**src/rtl/slc3_bus_pkg.sv**
```systemverilog
// slc3_bus_pkg: shared types and source indices for the SLC-3 internal bus arbiter.
package slc3_bus_pkg;
  typedef enum logic [1:0] {IDLE, GRANT, TURN} arb_state_t;
  localparam int N_BUS_SRC = 4;
  localparam int SRC_PC = 0;
  localparam int SRC_MDR = 1;
  localparam int SRC_ALU = 2;
  localparam int SRC_MARMUX = 3;
endpackage

```
**src/rtl/rr_priority_picker.sv**
```systemverilog
// rr_priority_picker: round-robin winner search starting just after last_ptr.
module rr_priority_picker import slc3_bus_pkg::*; #(
  parameter int N_REQ = N_BUS_SRC,
  localparam int IW = $clog2(N_REQ)
) (
  input  logic [N_REQ-1:0] req,
  input  logic [IW-1:0]    last_ptr,
  output logic             any_req,
  output logic [IW-1:0]    winner
);
  logic [N_REQ-1:0] rot;
  logic [IW-1:0] off;
  always_comb begin
    any_req = |req;
    rot = N_REQ'({req, req} >> (int'(last_ptr) + 1));
    off = '0;
    for (int i = N_REQ - 1; i >= 0; i--) off = rot[i] ? IW'(i) : off;
    winner = IW'((int'(last_ptr) + 1 + int'(off)) % N_REQ);
  end
endmodule

```
**src/rtl/bus_gate_arbiter.sv**
```systemverilog
// bus_gate_arbiter: round-robin owner of the gated internal bus with hold
// timeout and a forced all-zero turnaround gap between owners.
module bus_gate_arbiter import slc3_bus_pkg::*; #(
  parameter int N_REQ = N_BUS_SRC,
  parameter int MAX_HOLD = 16,
  parameter int TURN_CYCLES = 1,
  localparam int IW = $clog2(N_REQ)
) (
  input  logic             Clk,
  input  logic             Reset_n,
  input  logic [N_REQ-1:0] req,
  output logic [N_REQ-1:0] gate,
  output logic [IW-1:0]    grant_id,
  output logic             bus_busy,
  output logic             timeout_pulse
);
  localparam int HW = (MAX_HOLD > 1) ? $clog2(MAX_HOLD) : 1;
  arb_state_t state_q, state_d;
  logic [HW-1:0] hold_cnt_q, hold_cnt_d;
  logic [3:0] turn_cnt_q, turn_cnt_d;
  logic [IW-1:0] last_ptr_q, last_ptr_d, grant_id_q, grant_id_d, winner;
  logic [N_REQ-1:0] gate_q, gate_d;
  logic bus_busy_q, bus_busy_d, timeout_q, timeout_d, any_req, pick, hold_hit;
  rr_priority_picker #(.N_REQ(N_REQ)) u_pick (
    .req(req), .last_ptr(last_ptr_q), .any_req(any_req), .winner(winner)
  );
  assign pick = (state_q == IDLE) || (state_q == TURN && turn_cnt_q == '0);
  assign hold_hit = (MAX_HOLD != 0) && (hold_cnt_q == HW'(MAX_HOLD - 1));
  always_comb begin
    state_d = state_q;
    hold_cnt_d = hold_cnt_q;
    turn_cnt_d = turn_cnt_q;
    last_ptr_d = last_ptr_q;
    grant_id_d = grant_id_q;
    gate_d = gate_q;
    timeout_d = 1'b0;
    if (state_q == GRANT) begin
      hold_cnt_d = hold_cnt_q + HW'(1);
      if (!req[grant_id_q] || hold_hit) begin
        state_d = TURN;
        gate_d = '0;
        turn_cnt_d = 4'(TURN_CYCLES - 1);
        timeout_d = req[grant_id_q];
      end
    end else if (pick) begin
      state_d = any_req ? GRANT : IDLE;
      if (any_req) begin
        last_ptr_d = winner;
        grant_id_d = winner;
        gate_d = N_REQ'(1) << winner;
        hold_cnt_d = '0;
      end
    end else begin
      turn_cnt_d = turn_cnt_q - 4'd1;
    end
    bus_busy_d = |gate_d;
  end
  always_ff @(posedge Clk or negedge Reset_n) begin
    if (!Reset_n) begin
      state_q <= IDLE;
      hold_cnt_q <= '0;
      turn_cnt_q <= '0;
      last_ptr_q <= IW'(N_REQ - 1);
      grant_id_q <= '0;
      gate_q <= '0;
      bus_busy_q <= 1'b0;
      timeout_q <= 1'b0;
    end else begin
      state_q <= state_d;
      hold_cnt_q <= hold_cnt_d;
      turn_cnt_q <= turn_cnt_d;
      last_ptr_q <= last_ptr_d;
      grant_id_q <= grant_id_d;
      gate_q <= gate_d;
      bus_busy_q <= bus_busy_d;
      timeout_q <= timeout_d;
    end
  end
  assign gate = gate_q;
  assign grant_id = grant_id_q;
  assign bus_busy = bus_busy_q;
  assign timeout_pulse = timeout_q;
  a_onehot: assert property (@(posedge Clk) $onehot0(gate_q));
  a_busy: assert property (@(posedge Clk) bus_busy_q == |gate_q);
  a_gap: assert property (@(posedge Clk) disable iff (!Reset_n)
    (gate_q != '0) |=> (gate_q == '0 || $stable(gate_q)));
endmodule

```
**config.mk**
```make
export PLATFORM = sky130hd
export DESIGN_NAME = bus_gate_arbiter
export DESIGN_NICKNAME = d
export VERILOG_FILES = /design/src/rtl/slc3_bus_pkg.sv /design/src/rtl/rr_priority_picker.sv /design/src/rtl/bus_gate_arbiter.sv
export SDC_FILE = /design/constraint.sdc
export NUM_CORES = 1
export LEC_CHECK = 0
export ABC_CLOCK_PERIOD_IN_PS = 2710
export BUFFER_PORTS_ARGS = -buffer_cell sky130_fd_sc_hd__buf_4
export CORE_MARGIN = 4
export CORE_UTILIZATION = 40
export DETAILED_ROUTE_END_ITERATION = 12
export PLACE_DENSITY = 0.68
export SKIP_LAST_GASP = 1
export SLEW_MARGIN = 20
export SYNTH_ARGS = -nofsm -noshare
export SYNTH_HDL_FRONTEND = slang
export SYNTH_HIERARCHICAL = 1
export SYNTH_SLANG_ARGS = --single-unit
```
**constraint.sdc**
```tcl
create_clock -name Clk -period 2.71 [get_ports Clk]
set_clock_uncertainty 0.1 [all_clocks]
set_input_delay 0.271 -clock Clk [delete_from_list [all_inputs] [get_ports Clk]]
set_output_delay 0.271 -clock Clk [all_outputs]
set_load 0.01 [all_outputs]
```
==> flow_metrics.tcl, run 1 <==
set metrics [dict create \
    clkTransAtPathRegs_ps 120 \
    worstReg2RegEnd "gate[0]" \
    fin_setup_tns_ps 0 \
    synth_most_common_cell "nand2_1" \
    internal_power_mw 0.896 \
    status "finished clean" \
    drt_iter0_drc 54 \
    syn_area_um2 1140 \
    grt_pass1_wl_um 3800 \
    slew_headroom_pct 73.6 \
    slew_violations 0 \
    end_kind "flip-flop" \
    cp_data_arrival_time_ps 2510 \
    die_x_um 61.4 \
    drive_above_1_share_pct 17.9 \
    setup_violations 0 \
    p_per_area_nw_per_um2 1180 \
    cts_resized 0 \
    final_util_pct 47.7 \
    cts_hold_buf 1 \
    gp_congestion 0.772 \
    grt_max_degree 21 \
    ys_seq_area_share_pct 44.2 \
    p_seq_share_pct 37.4 \
    synth_common_cells "nand2_1 (19), dfrtp_1 (18), nand3_1 (11)" \
    grt_pass1_vias 908 \
    fp.dieH_um 61.4 \
    cts_setup_buffers 0 \
    h-tree-depth 1 \
    critical_path_class "flip-flop to flip-flop" \
    cts_root_buffer "clkbuf_4" \
    ir_drop_uv 648 \
    synth_warnings 6 \
    wl_per_cell_um 13.6 \
    avgSynthCellArea_um2 9.65 \
    grt_antenna_before_repair 0 \
    synth_top_cell_area_share_pct 39.6 \
    dieArea_um2 3760 \
    synth-main-ff-cell "dfrtp_1" \
    timing.rr.start "last_ptr_q[1]" \
    synth_largest_area_cell "dfrtp_1" \
    drc 0 \
    period_needed_ps 2410 \
    fill_cells 257 \
    port_buffers 13 \
    p_comb_share_pct 51.2 \
    synth_edf_count 0 \
    synthTopCellsByArea "dfrtp_1 (40%), nand2_1 (6.3%), nand3_1 (4.8%)" \
    viasPerCell 5.56 \
    syn2layout_area_growth_pct 14.6 \
    rows 19 \
    cp-start-kind "flip-flop" \
    grtUsageTotal_pct 13.4 \
    switching_share_pct 41.8 \
    netlist_instances 118 \
    rsz0062_at_grt "false" \
    hold_violations 0 \
    synth_nets 127 \
    reg2reg_slack_ps 300 \
    whs_ps 267 \
    crit_fanout 6 \
    clock_latency_ps 300 \
    cts_tree "built" \
    fmax_mhz 415 \
    clock_path_buffers 2 \
    drt-pass1-iter-count 4 \
    hold_path.class "primary input to asynchronous set/reset pin" \
    drtAntennaViolNets 0 \
    ys_ff_latch 20 \
    required_ps 2810 \
    synth.distinct_cells 41 \
    diodes 0 \
    power.leakage_nw 0.590 \
    hpwl_um 1630 \
    rr_worst_depth 11 \
    start_util_pct 41.6 \
    fin_crit_sh_pct 88.8 \
    finalWirelength_um 2240 \
    cts_made_buffers 3 \
    p_clk_share_pct 11.4 \
    finalNonFillerCells 165 \
    power.switching_mw 0.645 \
    core_area_um2 2730 \
    gr-total-overflow 0 \
    placedCellCount 160 \
    cts_sinks 20 \
    async_reset_ff_share_pct 100 \
    maxCapViolCount 0 \
    fin_nets 144 \
    pin_count 14 \
    via_count 917 \
    worstMarginPinSlew_ps 397 \
]
per-layer routing:
| layer | global-route usage [%] | part of all wire, % | vias up |
|---|---|---|---|
| met5 | 0 | 0 | - |
| met2 | 22.2 | 49 | 16 |
| met1 | 17.1 | 46 | 444 |
| met4 | 6.06 | 1.3 | 0 |
| met3 | 2.10 | 3.6 | 5 |
| li1 | - | - | 452 |
state kept, by name (all words and copies together), names as in the netlist:
| register | flops |
|---|---|
| grant_id | 2 |
| timeout_pulse | 1 |
| turn_cnt_q | 4 |
| bus_busy | 1 |
| last_ptr_q | 2 |
| hold_cnt_q | 4 |
| gate | 4 |
| state_q | 2 |
cell families after synthesis:
logic type	Yosys count	share of synthesized area [%]
AO/OA/AOI/OAI	30	19.2
XOR/XNOR	4	3.08
adder cells (fa/ha/maj)	3	3.30
buffers and inverters	8	3.41
flip-flops	20	44.2
multiplexers	5	5.60
AND/OR/NAND/NOR	48	21.2
layout make-up:
type | instances | area [um^2] | area share (%)
Sequential cell | 20 | 503 | 38.5
Multi-Input combinational cell | 90 | 597 | 45.7
Timing Repair Buffer | 14 | 108 | 8.25
Tap cell | 31 | 38.8 | 2.97
Clock buffer | 4 | 36.3 | 2.78
Inverter | 6 | 22.5 | 1.73
critical path, cell delays in order (launching register included):
cell and delay [ps]:
dfstp_2 600, nand2_1 60, a21oi_1 170, o221ai_1 140, o21a_1 130, ha_1 180, xnor2_1 130, xnor2_1 140
xnor2_1 330, nor2_1 90, mux2i_1 150, o21ai_1 80
through the flow:
step	cell area, um^2	power, mW	worst slack, ps
after global placement	1260	1.34	395
after CTS	1310	1.55	331
after detailed placement	1260	1.37	371
after floorplan	1140	1.17	518
final	1310	1.54	302
after global routing	1310	1.69	136
layout by cell type (no fill, tap or decap), types with 2 or more instances in the layout:
cell type  instances
nor2b_1            5
dfstp_2            2
nand2b_1           2
o21ai_0            3
dfrtp_1           18
buf_4             13
o22ai_1            2
o21ai_1            7
nand3_1           11
ha_1               3
mux2i_1            3
clkbuf_4           3
nand2_1           19
xnor2_1            3
a21oi_1            4
nor2_1             3
inv_1              6
nor3b_1            2
power groups by stage:
stage / clock (mW) / sequential (mW) / combinational [mW]
final: 0.176 / 0.576 / 0.789
after global routing: 0.191 / 0.599 / 0.897
after CTS: 0.179 / 0.575 / 0.796
after detailed placement: 0 / 0.581 / 0.789
after global placement: 0 / 0.571 / 0.766
after floorplan: 0 / 0.574 / 0.599
worst max path at each step:
stage,from,to,slack (ps),depth (start not counted)
floorplan,last_ptr_q[1],gate[0],520,11
global placement,last_ptr_q[1],gate[0],400,11
detailed placement,last_ptr_q[1],gate[0],370,11
CTS,last_ptr_q[1],gate[0],330,11
global route,last_ptr_q[1],gate[1],140,11
finish,last_ptr_q[1],gate[0],300,11
Power figures use the tool's default switching activity.
==> run 2: changes to the inputs <==
--- a/config.mk
+++ b/config.mk
@@ -7,10 +7,10 @@
 export LEC_CHECK = 0
 export ABC_CLOCK_PERIOD_IN_PS = 2710
 export BUFFER_PORTS_ARGS = -buffer_cell sky130_fd_sc_hd__buf_4
-export CORE_MARGIN = 4
 export CORE_UTILIZATION = 40
 export DETAILED_ROUTE_END_ITERATION = 12
 export PLACE_DENSITY = 0.68
+export REMOVE_ABC_BUFFERS = 1
 export SKIP_LAST_GASP = 1
 export SLEW_MARGIN = 20
 export SYNTH_ARGS = -nofsm -noshare
==> run 2 against run 1 <==
Effect of this change: sequential share of layout area about the same; highest routed layer unchanged; combinational power rose by 0.5%; utilization rose by 2.6 points; clock-buffer cell count did not move; critical path type unchanged; first-iteration DRC count down 52%; critical path depth is the same; non-clock buffer count unchanged; maximum frequency fell by 2.6%; critical endpoint unchanged; worst setup slack worse by 64 ps; final area hardly changed; die area is 19% lower.
==> flow_metrics.tcl, run 2 (synthesized netlist as in run 1, its figures left out) <==
set metrics [dict create \
    status "finished clean" \
    cp-start-kind "flip-flop" \
    drive_above_1_share_pct 17.9 \
    cpPeakStageDelay_ps 590 \
    drc 0 \
    drtAntennaViolNets 0 \
    drt_iter0_drc 26 \
    cp_data_arrival_time_ps 2560 \
    fin_nets 144 \
    use_met2_pct 23.4 \
    reg2reg_slack_ps 240 \
    clkTransAtPathRegs_ps 110 \
    end_kind "flip-flop" \
    gr-total-overflow 0 \
    setup_violations 0 \
    fp.dieH_um 55.4 \
    cts_sinks 20 \
    rsz0062_at_grt "false" \
    worstPathCellList "nand2_1 -> a2bb2oi_1 -> o21ai_0 -> o21a_1 -> ha_1 -> xnor2_1 -> xnor2_1 -> xnor2_1 -> nor2_1 -> mux2i_1 -> o21ai_1" \
    diodes 0 \
    worstMarginPinSlew_ps 428 \
    top_usage_layer "met2" \
    start_util_pct 44.0 \
    clock_path_buffers 2 \
    met3_usage_pct 5.39 \
    hold_violations 0 \
    die_x_um 55.4 \
    critPathMostFrequentCell "xnor2_1" \
    slew_headroom_pct 71.5 \
    power.leakage_nw 0.590 \
    required_ps 2800 \
    hpwl_um 1620 \
    grtUsageTotal_pct 14.9 \
    port_buffers 13 \
    critical_path_class "flip-flop to flip-flop" \
    finalNonFillerCells 164 \
    fin_setup_tns_ps 0 \
    cts_made_buffers 3 \
    crit_path_top_delay_cell "dfstp_2" \
    grt_pass1_vias 845 \
    syn2layout_area_growth_pct 14.5 \
    use_met1_pct 20.1 \
    grt_antenna_before_repair 0 \
    cts_resized 0 \
    core_area_um2 2590 \
    finalWirelength_um 2230 \
    fin_crit_sh_pct 91.2 \
    p_per_area_nw_per_um2 1180 \
    fmax_mhz 405 \
    cts_root_buffer "clkbuf_4" \
    rows 18 \
    period_needed_ps 2470 \
    placedCellCount 159 \
    slew_violations 0 \
    cts_tree "built" \
    grt_max_degree 21 \
    via_count 899 \
    cts_hold_buf 1 \
    gp_congestion 0.834 \
    ir_drop_uv 637 \
    clock_latency_ps 300 \
    h-tree-depth 1 \
    layout_commonest_cell "nand2_1" \
    cp_top_family "XOR/XNOR gates" \
    maxCapViolCount 0 \
    cts_setup_buffers 0 \
    viasPerCell 5.48 \
    hold_path.class "primary input to asynchronous set/reset pin" \
    drt-pass1-iter-count 4 \
    fill_cells 251 \
    wl_per_cell_um 13.6 \
    grt_pass1_wl_um 3700 \
    path_buf_inv 0 \
    dieArea_um2 3060 \
    final_cell_mix "nand2_1 (19), dfrtp_1 (18), buf_4 (13)" \
    pin_count 14 \
    crit_fanout 6 \
]
==> run 2: cell counts in the layout (fill, tap and decap cells not counted) <==
No cell type changed its count.
==> run 2: layout make-up <==
| class | instances | area, um^2 | area share (%) |
|---|---|---|---|
| clock buffer | 4 | 36.3 | 2.78 |
| inverter | 6 | 22.5 | 1.73 |
| multi-input combinational | 90 | 597 | 45.8 |
| tap | 30 | 37.5 | 2.88 |
| sequential | 20 | 503 | 38.6 |
| timing repair buffer | 14 | 108 | 8.25 |
==> run 2: layer usage <==
metal	vias to the layer above	share of wire, %
met5	-	0
met4	0	0.63
met3	3	3.8
met2	15	44
met1	420	51
li1	461	-
==> run 2: power breakdown <==
part | switching, mW | internal, mW
combinational | 0.421 | 0.371
clock | 0.0882 | 0.0821
sequential | 0.136 | 0.442
total | 0.645 | 0.895
==> run 2: path summary, 6_finish.rpt <==
kind                                     from            end  depth (start not counted)
worst max register to register  last_ptr_q[1]        gate[0]                         11
worst min-delay path                  Reset_n    grant_id[0]                          2
worst max-delay path            last_ptr_q[1]        gate[0]                         11
max in group asynchronous             Reset_n  last_ptr_q[1]                          2
worst min register to register  last_ptr_q[0]  last_ptr_q[0]                          2
min in group Clk                last_ptr_q[0]  last_ptr_q[0]                          2
==> run 2: through the flow <==
| stage | cell area [um^2] | setup slack [ps] | util [%] | hold WS, ps | power, mW |
|---|---|---|---|---|---|
| global route | 1300 | 80.4 | 50.3 | 269 | 1.67 |
| finish | 1300 | 238 | 50.3 | 269 | 1.54 |
| CTS | 1300 | 271 | 50.3 | 265 | 1.55 |
| detailed placement | 1260 | 304 | 48.6 | 65.1 | 1.37 |
| global placement | 1260 | 397 | 48.6 | 65.2 | 1.34 |
| floorplan | 1120 | 518 | - | -125 | 1.15 |
==> run 2: worst register-to-register path, delay by kind of cell, from the launching register on <==
family / cells / cell delay (ps)
compound gates: 4 / 510
xor+xnor: 3 / 650
fa+ha+maj: 1 / 180
flops: 1 / 590
mux: 1 / 150
simple gates: 2 / 170
